### src/rtl/w5300_reset_sequencer.sv
// Multi-channel W5300 RESET# sequencer: per channel, a low pulse then a PLL settle wait before ready.
// Optional macro RESET_EVENT_COUNT_EN enables the saturating accepted-trigger counter on reset_count.
module w5300_reset_sequencer #(
    parameter int NUM_CH            = 1,
    parameter int PULSE_CYCLES      = 50,
    parameter int READY_WAIT_CYCLES = 200
) (
    input  logic                  clk,
    input  logic                  reset,
    input  logic [NUM_CH-1:0]     trigger_reset,
    output logic [NUM_CH-1:0]     w5300_resetl,
    output logic [NUM_CH-1:0]     ready,
    output logic                  busy,
    output logic [7:0]            reset_count,
    output logic [2*NUM_CH-1:0]   state_dbg
);

    localparam int MAX_CYC = (PULSE_CYCLES > READY_WAIT_CYCLES) ? PULSE_CYCLES : READY_WAIT_CYCLES;
    localparam int CNT_W   = (MAX_CYC < 1) ? 1 : $clog2(MAX_CYC + 1);

    localparam logic [CNT_W-1:0] PULSE_LAST = CNT_W'(PULSE_CYCLES - 1);
    localparam logic [CNT_W-1:0] WAIT_LAST  =
        CNT_W'((READY_WAIT_CYCLES > 0) ? READY_WAIT_CYCLES - 1 : 0);

    typedef enum logic [1:0] {
        ST_ASSERT = 2'd0,
        ST_WAIT   = 2'd1,
        ST_IDLE   = 2'd2
    } state_e;

    // A zero settle time skips WAIT entirely.
    localparam state_e PULSE_NEXT = (READY_WAIT_CYCLES == 0) ? ST_IDLE : ST_WAIT;

    state_e           state_q [NUM_CH];
    state_e           state_d [NUM_CH];
    logic [CNT_W-1:0] cnt_q   [NUM_CH];
    logic [CNT_W-1:0] cnt_d   [NUM_CH];

    always_comb begin
        for (int ch = 0; ch < NUM_CH; ch++) begin
            state_d[ch] = state_q[ch];
            cnt_d[ch]   = cnt_q[ch];
            case (state_q[ch])
                ST_ASSERT: begin
                    // Holding trigger keeps the count pinned, stretching the pulse.
                    if (trigger_reset[ch]) begin
                        cnt_d[ch] = '0;
                    end else if (cnt_q[ch] == PULSE_LAST) begin
                        state_d[ch] = PULSE_NEXT;
                        cnt_d[ch]   = '0;
                    end else begin
                        cnt_d[ch] = cnt_q[ch] + 1'b1;
                    end
                end
                ST_WAIT: begin
                    if (trigger_reset[ch]) begin
                        state_d[ch] = ST_ASSERT;
                        cnt_d[ch]   = '0;
                    end else if (cnt_q[ch] == WAIT_LAST) begin
                        state_d[ch] = ST_IDLE;
                        cnt_d[ch]   = '0;
                    end else begin
                        cnt_d[ch] = cnt_q[ch] + 1'b1;
                    end
                end
                ST_IDLE: begin
                    if (trigger_reset[ch]) begin
                        state_d[ch] = ST_ASSERT;
                        cnt_d[ch]   = '0;
                    end
                end
                default: begin
                    state_d[ch] = ST_ASSERT;
                    cnt_d[ch]   = '0;
                end
            endcase
        end
    end

    always_ff @(posedge clk) begin
        for (int ch = 0; ch < NUM_CH; ch++) begin
            if (reset) begin
                state_q[ch] <= ST_ASSERT;
                cnt_q[ch]   <= '0;
            end else begin
                state_q[ch] <= state_d[ch];
                cnt_q[ch]   <= cnt_d[ch];
            end
        end
    end

    // Outputs decode only the state flops, so trigger never reaches a pin combinationally.
    always_comb begin
        busy = 1'b0;
        for (int ch = 0; ch < NUM_CH; ch++) begin
            w5300_resetl[ch]       = (state_q[ch] != ST_ASSERT);
            ready[ch]              = (state_q[ch] == ST_IDLE);
            busy                   = busy | (state_q[ch] != ST_IDLE);
            state_dbg[2*ch +: 2]   = state_q[ch];
        end
    end

`ifdef RESET_EVENT_COUNT_EN
    logic       trig_accept;
    logic [7:0] evt_cnt_q;

    // Only restarts from WAIT/IDLE count; stretching an active pulse does not.
    always_comb begin
        trig_accept = 1'b0;
        for (int ch = 0; ch < NUM_CH; ch++) begin
            if (trigger_reset[ch] && (state_q[ch] != ST_ASSERT)) begin
                trig_accept = 1'b1;
            end
        end
    end

    always_ff @(posedge clk) begin
        if (reset) begin
            evt_cnt_q <= 8'h00;
        end else if (trig_accept && (evt_cnt_q != 8'hFF)) begin
            evt_cnt_q <= evt_cnt_q + 8'h01;
        end
    end

    assign reset_count = evt_cnt_q;
`else
    assign reset_count = 8'h00;
`endif

endmodule

### config.mk
export PLATFORM = sky130hd
export DESIGN_NAME = w5300_reset_sequencer
export DESIGN_NICKNAME = d
export VERILOG_FILES = /design/src/rtl/w5300_reset_sequencer.sv
export SDC_FILE = /design/constraint.sdc
export NUM_CORES = 1
export LEC_CHECK = 0
export ABC_CLOCK_PERIOD_IN_PS = 1800
export CAP_MARGIN = 5
export CORE_MARGIN = 10
export CORE_UTILIZATION = 42
export CTS_CLUSTER_SIZE = 25
export DETAILED_ROUTE_END_ITERATION = 16
export PLACE_DENSITY = 0.72
export SYNTH_ARGS = -nofsm -noshare
export SYNTH_HDL_FRONTEND = slang
export SYNTH_SLANG_ARGS = --single-unit
### constraint.sdc
create_clock -name clk -period 1.8 [get_ports clk]
set_clock_uncertainty 0.15 [all_clocks]
set_input_delay 0.36 -clock clk [delete_from_list [all_inputs] [get_ports clk]]
set_output_delay 0.36 -clock clk [all_outputs]
set_load 0.01 [all_outputs]
==> results of run 1 <==
==> sequential cells by signal (all words and copies together) (netlist names) <==
| signal | cells |
|---|---|
| state_q | 2 |
| cnt_q | 8 |
==> tightest hold or removal path: cells and delay by family (launching register included) <==
kind	cells	cell delay, ns
and+or+nand+nor	1	0.09
DFF	1	0.34
AOI/OAI and AO/OA	1	0.07
==> synth_stat cells <==
library cell,number,share of area [%]
sky130_fd_sc_hd__o21ai_0,2,1.5
sky130_fd_sc_hd__a221oi_1,5,6.7
sky130_fd_sc_hd__dfxtp_1,10,31
sky130_fd_sc_hd__or3_1,1,0.95
sky130_fd_sc_hd__clkbuf_2,1,0.76
sky130_fd_sc_hd__nand3b_1,1,1.1
sky130_fd_sc_hd__nand2b_1,1,0.95
sky130_fd_sc_hd__ha_1,2,3.8
sky130_fd_sc_hd__nand3_1,2,1.5
sky130_fd_sc_hd__nor2_1,3,1.7
sky130_fd_sc_hd__and3_1,1,0.95
sky130_fd_sc_hd__a21oi_1,3,2.3
sky130_fd_sc_hd__nand4_1,1,0.95
sky130_fd_sc_hd__clkbuf_1,1,0.57
sky130_fd_sc_hd__nor3_1,2,1.5
sky130_fd_sc_hd__nor4_1,2,1.9
sky130_fd_sc_hd__or4_1,1,1.1
sky130_fd_sc_hd__nor3b_1,1,1.1
sky130_fd_sc_hd__or3_2,1,1.1
sky130_fd_sc_hd__nand2_1,9,5.2
sky130_fd_sc_hd__conb_1,1,0.57
sky130_fd_sc_hd__o41ai_4,1,4.2
sky130_fd_sc_hd__o31ai_1,1,1.1
sky130_fd_sc_hd__a21o_1,7,8.0
sky130_fd_sc_hd__a221oi_2,1,2.3
sky130_fd_sc_hd__a21bo_2,1,1.5
sky130_fd_sc_hd__or2_2,3,2.9
sky130_fd_sc_hd__nand3_2,1,1.5
sky130_fd_sc_hd__a211oi_1,1,1.1
sky130_fd_sc_hd__buf_4,8,9.2
sky130_fd_sc_hd__inv_1,2,1.1
==> layout by cell type (no fill, tap or decap), drive strengths merged <==
| cell type | count |
|---|---|
| dfxtp | 10 |
| conb | 8 |
| o21ai | 2 |
| nor2 | 3 |
| clkdlybuf4s50 | 3 |
| a21bo | 1 |
| inv | 2 |
| or3 | 2 |
| nand4 | 1 |
| buf | 14 |
| and3 | 1 |
| a211oi | 1 |
| nor4 | 2 |
| dlygate4sd2 | 3 |
| nor3b | 1 |
| a21o | 7 |
| o41ai | 1 |
| clkbuf | 4 |
| nand2 | 9 |
| or2 | 3 |
| or4 | 1 |
| nand3b | 1 |
| a221oi | 6 |
| ha | 2 |
| dlymetal6s2s | 1 |
| nand3 | 3 |
| nor3 | 2 |
| o31ai | 1 |
| nand2b | 1 |
| a21oi | 3 |
==> power groups by stage <==
stage / logic, mW / registers (mW) / clock network [mW]
2_1_floorplan: 0.0335 / 0.231 / 0
3_3_place_gp: 0.0389 / 0.230 / 0
3_5_place_dp: 0.0403 / 0.230 / 0
4_1_cts: 0.0421 / 0.225 / 0.220
5_1_grt: 0.0487 / 0.225 / 0.229
6_report: 0.0450 / 0.225 / 0.212
==> layout make-up <==
class	instances	area share (%)
multi-input combinational	62	50.5
tap	16	2.24
clock buffer	4	4.07
sequential	10	22.9
inverter	2	0.842
timing repair buffer	21	19.5
==> routing by layer <==
metal | track usage (%) | wire (um) | vias up
met5 | 0 | 0 | -
met4 | 5.77 | 34 | 0
met3 | 3.86 | 92 | 5
met2 | 18.4 | 909 | 11
met1 | 9.47 | 668 | 304
li1 | - | - | 316
==> stage by stage <==
stage	setup TNS [ns]	utilization, %
CTS	0	57.6
global route	-0.0159	59.9
floorplan	0	-
global placement	-0.872	53.3
finish	0	59.9
detailed placement	-1.18	53.3
==> worst paths after layout <==
| path | end | cells after the start | slack, ns |
|---|---|---|---|
| min reg2reg | state_q[0][1]$_SDFFE_PP0P_ | 2 | 0.39 |
| min | state_q[0][1]$_SDFFE_PP0P_ | 2 | 0.39 |
| max | cnt_q[0][6]$_SDFFE_PP0N_ | 7 | 0.06 |
| max reg2reg | cnt_q[0][6]$_SDFFE_PP0N_ | 7 | 0.06 |
==> kinds of logic (layout without fill, tap and decap cells) <==
group | after synthesis | count (layout)
and+or+nand+nor | 30 | 30
adders and majority gates | 2 | 2
other | 1 | 8
AOI/OAI and AO/OA | 22 | 22
buffers and inverters | 12 | 27
DFF | 10 | 10
==> timing repair <==
action	CTS	global route
gates resized for setup	7	8
hold buffers	0	0
pin swaps	1	5
setup endpoints to repair	8	6
setup buffers	2	0
==> impl.org, run 1 <==
** Synth
- Number of unique standard cell types used by synthesis :: 31
- Arithmetic-cell share of the synthesized area counting full adders, half adders and majority gates :: under 10%
- Summing the areas of all compound-gate instances in the mapped netlist gives a little under 30% of the synthesized area.
- In the synthesized netlist, the number of instances is 77.
- After Yosys synthesis, and, or, nand and nor cells account for 24.6% of the synthesized area.
- Share of cell area taken by muxes after synthesis :: 0%
- Post-synthesis cell area :: roughly 660 um^2
- Post-Syn Area per Cell :: 8.51 um^2
- Synth warnings :: 0
- Number of flip-flops and latches in the synthesized netlist :: 10
- Sequential cells were found to cover 30.5% of the synthesized design area.
- After synthesis, the largest family of logic cells by area is compound AO/OA/AOI/OAI gates.
- Post-Synth XOR/XNOR Area :: 0%

** Worst setup path
- Number of buffer and inverter stages on the critical path :: 2
- For this run, the slowest stage of the critical path takes 0.34 ns.
- Tracing the worst setup path back leads to its startpoint at cnt_q[0][1]$_SDFFE_PP0N_.
- Along the worst path, the maximum fanout reaches 7.
- The critical path is of the reg2reg type.
- In this design, the largest share of critical-path delay is due to compound AO/OA/AOI/OAI gates.
- Required time worst endpoint :: 1.88 ns
- The signal on the critical path passes through buf_4 -> inv_1 -> ha_1 -> and3_2 -> a21bo_4 -> a221oi_2 -> a21o_1.
- Data on the critical path arrives at its endpoint at 1.82 ns.
- The worst register-to-register path begins at cnt_q[0][1]$_SDFFE_PP0N_.
- Critical Path Start Type :: flop
- Setup crit end kind :: flop
- Slowest stage cell, crit path :: sky130_fd_sc_hd__dfxtp_2

** Hold path
- Startpoint of the worst hold path :: state_q[0][0]$_SDFFE_PP0P_
- Hold Path Class :: reg2reg

** Floorplanning
- For this configuration, the core starts out at a cell density of 44.0%.
- The die covers 0.00354 mm^2.
- The floorplan step set the die height to 59.5 um.
- Floorplan core area :: 0.00149 mm^2
- In this run the core area contains 14 standard-cell rows.
- Count of boundary I/O pins :: 16
- Die Wd :: ~60 um

** Clocking
- For this design, the sink count on the clock tree is 10.
- TritonCTS Buffers :: 3
- Maximum buffer depth of the clock tree :: 2
- Clock tree synthesis selected as its root buffer the cell sky130_fd_sc_hd__clkbuf_4.
- Level count of the clock H-tree :: 1
- CTS tree :: yes
- The later pin in the worst-skew pair is clocked with a latency of 0.28 ns.
- CTS clk-pin slew, worst paths :: around 0.070 ns

** Global route
- Global routing used about a tenth of the available tracks.
- For this run the aggregate overflow at the end of global routing stands at 0.
- The number of global-route vias before repair is 626.
- Entering global routing, the biggest net connects 11 pins.
- The first global-routing pass estimated 2720 um of wire.
- Antenna violations before repair :: 0

** Power
- For this design the static power due to leakage is 0.400 nW.
- Per report_power, the sequential group accounts for 46.6% of the total.
- Combinational cells account for around a tenth of the total power.
- VDD IR-drop max :: slightly below 400 uV
- Clock network fraction of design power :: a little over two fifths
- Total chip power :: approximately 0.48 mW
- In this run the power spent charging and discharging nets is ~0.12 mW.
- Power spread over the standard cell area amounts to between 500 and 600 mW/mm^2.
- Switching share of total power :: 24.2%
- The internal power of the cells totals between 0.3 and 0.4 mW.

** Final layout
- The multi-input combinational cells in the finished layout cover a total of 450 um^2.
- The net count of the finished layout is 105.
- The area growth from synthesis to layout is 36.1%.
- Leaving out filler cells and counting taps, the final layout contains 115.
- Finished Cell Area :: ~890 um^2
- Register area :: 204 um^2
- Share of layout cells above drive strength 1 :: between 30% and 40%
- Fill cells in the final layout number 130.
- Diodes inserted :: 0

** Detailed routing
- Number of remaining DRC errors :: 0
- The detailed router placed 636 vias in this run.
- ANT nets after route :: 0
- Drt total wl :: between 1500 and 2000 um
- The pre-antenna-repair detailed-routing pass consisted of 4 iterations.
- In the final routed layout, each cell accounts on average for 14.8 um.
- Via density per instance :: 5.53
- For this block, the initial DRC count from the detailed router was 6.

** Timing
- Hold is met by 0.389 ns.
- Actual transition at the worst max-transition pin :: 0.591 ns
- The final count of hold timing violations came to 0.
- Clock period minus worst slack :: 1.74 ns
- Measured against its own limit, the worst slew margin works out to 60.3%.
- Period utilization :: 96.9%
- Highest achievable clock rate :: between 0.5 and 0.6 GHz
- The total count of max-transition violations in the final report came to 0.
- Setup violations remaining at the end of the flow were counted as 0.
- Smallest setup slack after layout :: about 0.056 ns

** Run
- Max_cap viols :: 0

** Run status
- Status :: complete, no violations

** Place
- In this run, placement finished with an instance count of roughly 110.
- Input and output buffers added on the ports amount to 7.
- Gp weighted congestion :: 0.814
- Placed cell areas :: 793 um^2
- Half-perimeter wire length after detailed placement :: about 1200 um
- Worst slack at placement :: -0.175 ns
(Power assumes the default switching activity.)
==> run 2, diff against run 1 <==
CTS_CLUSTER_SIZE = 20   (was 25)
SKIP_CTS_REPAIR_TIMING = 1   (was not set)
==> run 2 against run 1 <==
Compared with the run above: final area rose by 2.9%; critical endpoint is now state_q[0][1]$_SDFFE_PP0P_; wire length fell by 0.47%; highest routed layer unchanged; maximum frequency shrank 0.60%; sequential share of layout area fell by 0.52 points; critical path type unchanged.
==> impl.org, run 2 (synthesis gave the netlist of run 1 again) <==
** Global route
- The global-route wire length before repair came to 2650 um (was 2720 um).
- The total global routing overflow was 0 (unchanged).
- The all-layer global routing usage was 9.92% (was 10.2%).
- The number of global-route vias before repair is 608 (was 626).
- Antenna violations before repair :: 0 (unchanged)
- Largest net degree at the start of global routing :: 11 (unchanged)

** Detailed routing
- The number of detailed-route iterations in the first pass was 4 (unchanged).
- The detailed-route vias per instance is 5.49 (was 5.53).
- ANT nets after route :: 0 (unchanged)
- The routed length per instance is 14.7 um (was 14.8 um).
- Drt total wl :: 1700 um (about the same)
- The via count of the routed design was 631 (was 636).
- The post-route DRC violation count was 0 (unchanged).
- The number of design-rule violations left by the first detailed-router iteration is 5 (was 6).

** Power
- The power per standard cell area came to 528 mW/mm^2 (was 540 mW/mm^2).
- VDD IR-drop max :: 387 uV (about the same)
- Total leakage power :: 0.407 nW (was 0.400 nW)

** Timing
- The slew at the pin with the worst max-slew slack was 0.595 ns (was 0.591 ns).
- The setup-violating endpoint count in the final report came to 0 (unchanged).
- Highest achievable clock rate :: 0.570 GHz (was 0.573 GHz)
- Period utilization :: 97.5% (was 96.9%)
- The worst hold slack came to 0.388 ns (was 0.389 ns).
- Clock period minus worst slack :: 1.75 ns (was 1.74 ns)
- Max-slew violation count :: 0 (unchanged)
- Number of hold violations in the final report :: 0 (unchanged)
- Worst-case headroom to the max-slew limit :: 60.0% (was 60.3%)

** Clocking
- The total CTS buffers came to 3 (unchanged).
- The buffer depth of the longest clock path was 2 (unchanged).
- Clk sinks :: 10 (unchanged)
- Level count of the clock H-tree :: 1 (unchanged)
- The source-to-sink clock delay at the later pin of the worst-skew pair is 0.28 ns (about the same).
- The clock transition time at the flip-flop clock pins of the worst setup and hold paths came to 0.07 ns (about the same).
- The CTS tree is yes (unchanged).
- The clock root buffer was sky130_fd_sc_hd__clkbuf_4 (unchanged).

** Floorplanning
- The die boundary width is 59.5 um (unchanged).
- Die Area :: 0.00354 mm^2 (unchanged)
- Vertical die dimension :: 59.5 um (unchanged)
- Count of boundary I/O pins :: 16 (unchanged)
- Core Rows :: 14 (unchanged)
- The starting density of the core came to 44.0% (unchanged).
- Floorplan core area :: 0.00149 mm^2 (unchanged)

** Worst setup path
- Number of buffer and inverter stages on the critical path :: 1 (was 2)
- Cell family with the largest share of critical-path delay :: compound AO/OA/AOI/OAI gates (unchanged)
- The required arrival time at the worst endpoint was 1.85 ns (was 1.88 ns).
- The critical-path cell with the highest stage delay is sky130_fd_sc_hd__o41ai_4 (was sky130_fd_sc_hd__dfxtp_2).
- The arrival time at the worst endpoint is 1.81 ns (was 1.82 ns).
- Critical path's largest stage delay :: 0.42 ns (was 0.34 ns)
- Cells along the critical path :: ha_4 -> nand4_1 -> o41ai_4 -> buf_4 -> nand3b_1 -> a211oi_2 (was buf_4 -> inv_1 -> ha_1 -> and3_2 -> a21bo_4 -> a221oi_2 -> a21o_1)
- Category of the critical setup timing path :: reg2reg (unchanged)
- Setup crit end kind :: flop (unchanged)
- The startpoint class of the critical path is a flop (unchanged).
- R2R setup slack :: 0.05 ns (was 0.06 ns)
- Worst Path Max Fanout :: 4 (was 7)

** Run status
- Status :: complete, no violations (unchanged)

** Hold path
- The class of the worst hold path was reg2reg (unchanged).

** Final layout
- The area overhead of the layout relative to synthesis is 40.1% (was 36.1%).
- The final cell area excluding filler cells is 918 um^2 (was 892 um^2).
- The final net count was 105 (unchanged).
- Top flop regs: cnt_q x8, state_q x2 (unchanged).
- Diodes inserted :: 0 (unchanged)
- Highest-count cells in the layout ignoring fill and taps: 14 x sky130_fd_sc_hd__buf_4, 9 x sky130_fd_sc_hd__nand2_1, 8 x sky130_fd_sc_hd__conb_1 (unchanged).
- The commonest non-fill, non-tap cell in the layout was sky130_fd_sc_hd__buf_4 (unchanged).
- The share of layout cells above drive strength 1 came to 39.4% (was 36.4%).
- The core occupancy in the finished layout came to 61.7% (was 59.9%).
- Register name with the most flops :: cnt_q (unchanged)
- Largest register FFs :: 8 (unchanged)

** Place
- Gp weighted congestion :: 0.814 (unchanged)
- Half-perimeter wire length after detailed placement :: 1240 um (unchanged)
- The cell area reported after detailed placement is 793 um^2 (unchanged).
- The number of port buffers came to 7 (unchanged).

** Run
- The total of max-cap violations is 0 (unchanged).
[run 2: cell types whose count changed in the layout (fill, tap and decap cells not counted)]
cell / change
sky130_fd_sc_hd__dfxtp_2: +1
sky130_fd_sc_hd__nand2b_2: +1
sky130_fd_sc_hd__and3_4: +1
sky130_fd_sc_hd__a211oi_2: +1
sky130_fd_sc_hd__dfxtp_1: -1
sky130_fd_sc_hd__nand2b_4: -1
sky130_fd_sc_hd__a211oi_1: -1
sky130_fd_sc_hd__clkdlybuf4s50_1: +1
sky130_fd_sc_hd__and3_2: -1
sky130_fd_sc_hd__dlygate4sd2_1: -3
sky130_fd_sc_hd__ha_1: -1
sky130_fd_sc_hd__dlymetal6s2s_1: +2
sky130_fd_sc_hd__ha_4: +1
[run 2: report_power, final]
group	internal (mW)	switching [mW]	leakage, nW
clock	0.123	0.0902	0.0210
sequential	0.224	0.00227	0.0826
combinational	0.0188	0.0265	0.303
total	0.366	0.119	0.407
[run 2: final timing paths]
kind	from	depth (start not counted)	to
worst max register to register	cnt_q[0][0]$_SDFFE_PP0N_	6	state_q[0][1]$_SDFFE_PP0P_
worst max-delay path	cnt_q[0][0]$_SDFFE_PP0N_	6	state_q[0][1]$_SDFFE_PP0P_
worst min-delay path	state_q[0][0]$_SDFFE_PP0P_	2	state_q[0][1]$_SDFFE_PP0P_
worst min register to register	state_q[0][0]$_SDFFE_PP0P_	2	state_q[0][1]$_SDFFE_PP0P_
[run 2: per-stage QoR]
stage	power, mW	instances	worst slack (ns)	setup TNS [ns]
2_1_floorplan	0.264	84	0.0682	0
3_3_place_gp	0.268	109	-0.139	-0.872
3_5_place_dp	0.270	109	-0.175	-1.18
4_1_cts	0.486	113	-0.201	-0.660
5_1_grt	0.507	115	-0.0245	-0.0245
6_report	0.485	115	0.0454	0
[run 2: area by class of cell]
class	count	area [um^2]
Clock buffer	4	36.3
Sequential cell	10	205
Inverter	2	7.51
Tap cell	16	20.0
Timing Repair Buffer	21	183
Fill cell	126	571
Multi-Input combinational cell	62	467
[run 2: layer usage]
layer	share of wire (%)	routed length, um	track usage, %
met5	0	0	0
met4	2.0	34	5.77
met3	6.1	104	3.86
met2	53	895	17.7
met1	39	662	9.34
[run 2: worst min-delay path: cells and delay by family, from the launching register on]
| kind | cells | cell delay (ns) |
|---|---|---|
| flops | 1 | 0.34 |
| simple gates | 1 | 0.10 |
| compound gates | 1 | 0.07 |
==> run 3, diff against run 2 <==
SLEW_MARGIN = 20   (was not set)
==> results of run 3 <==
The final DEF is identical to that of run 2; final timing and power are the same.
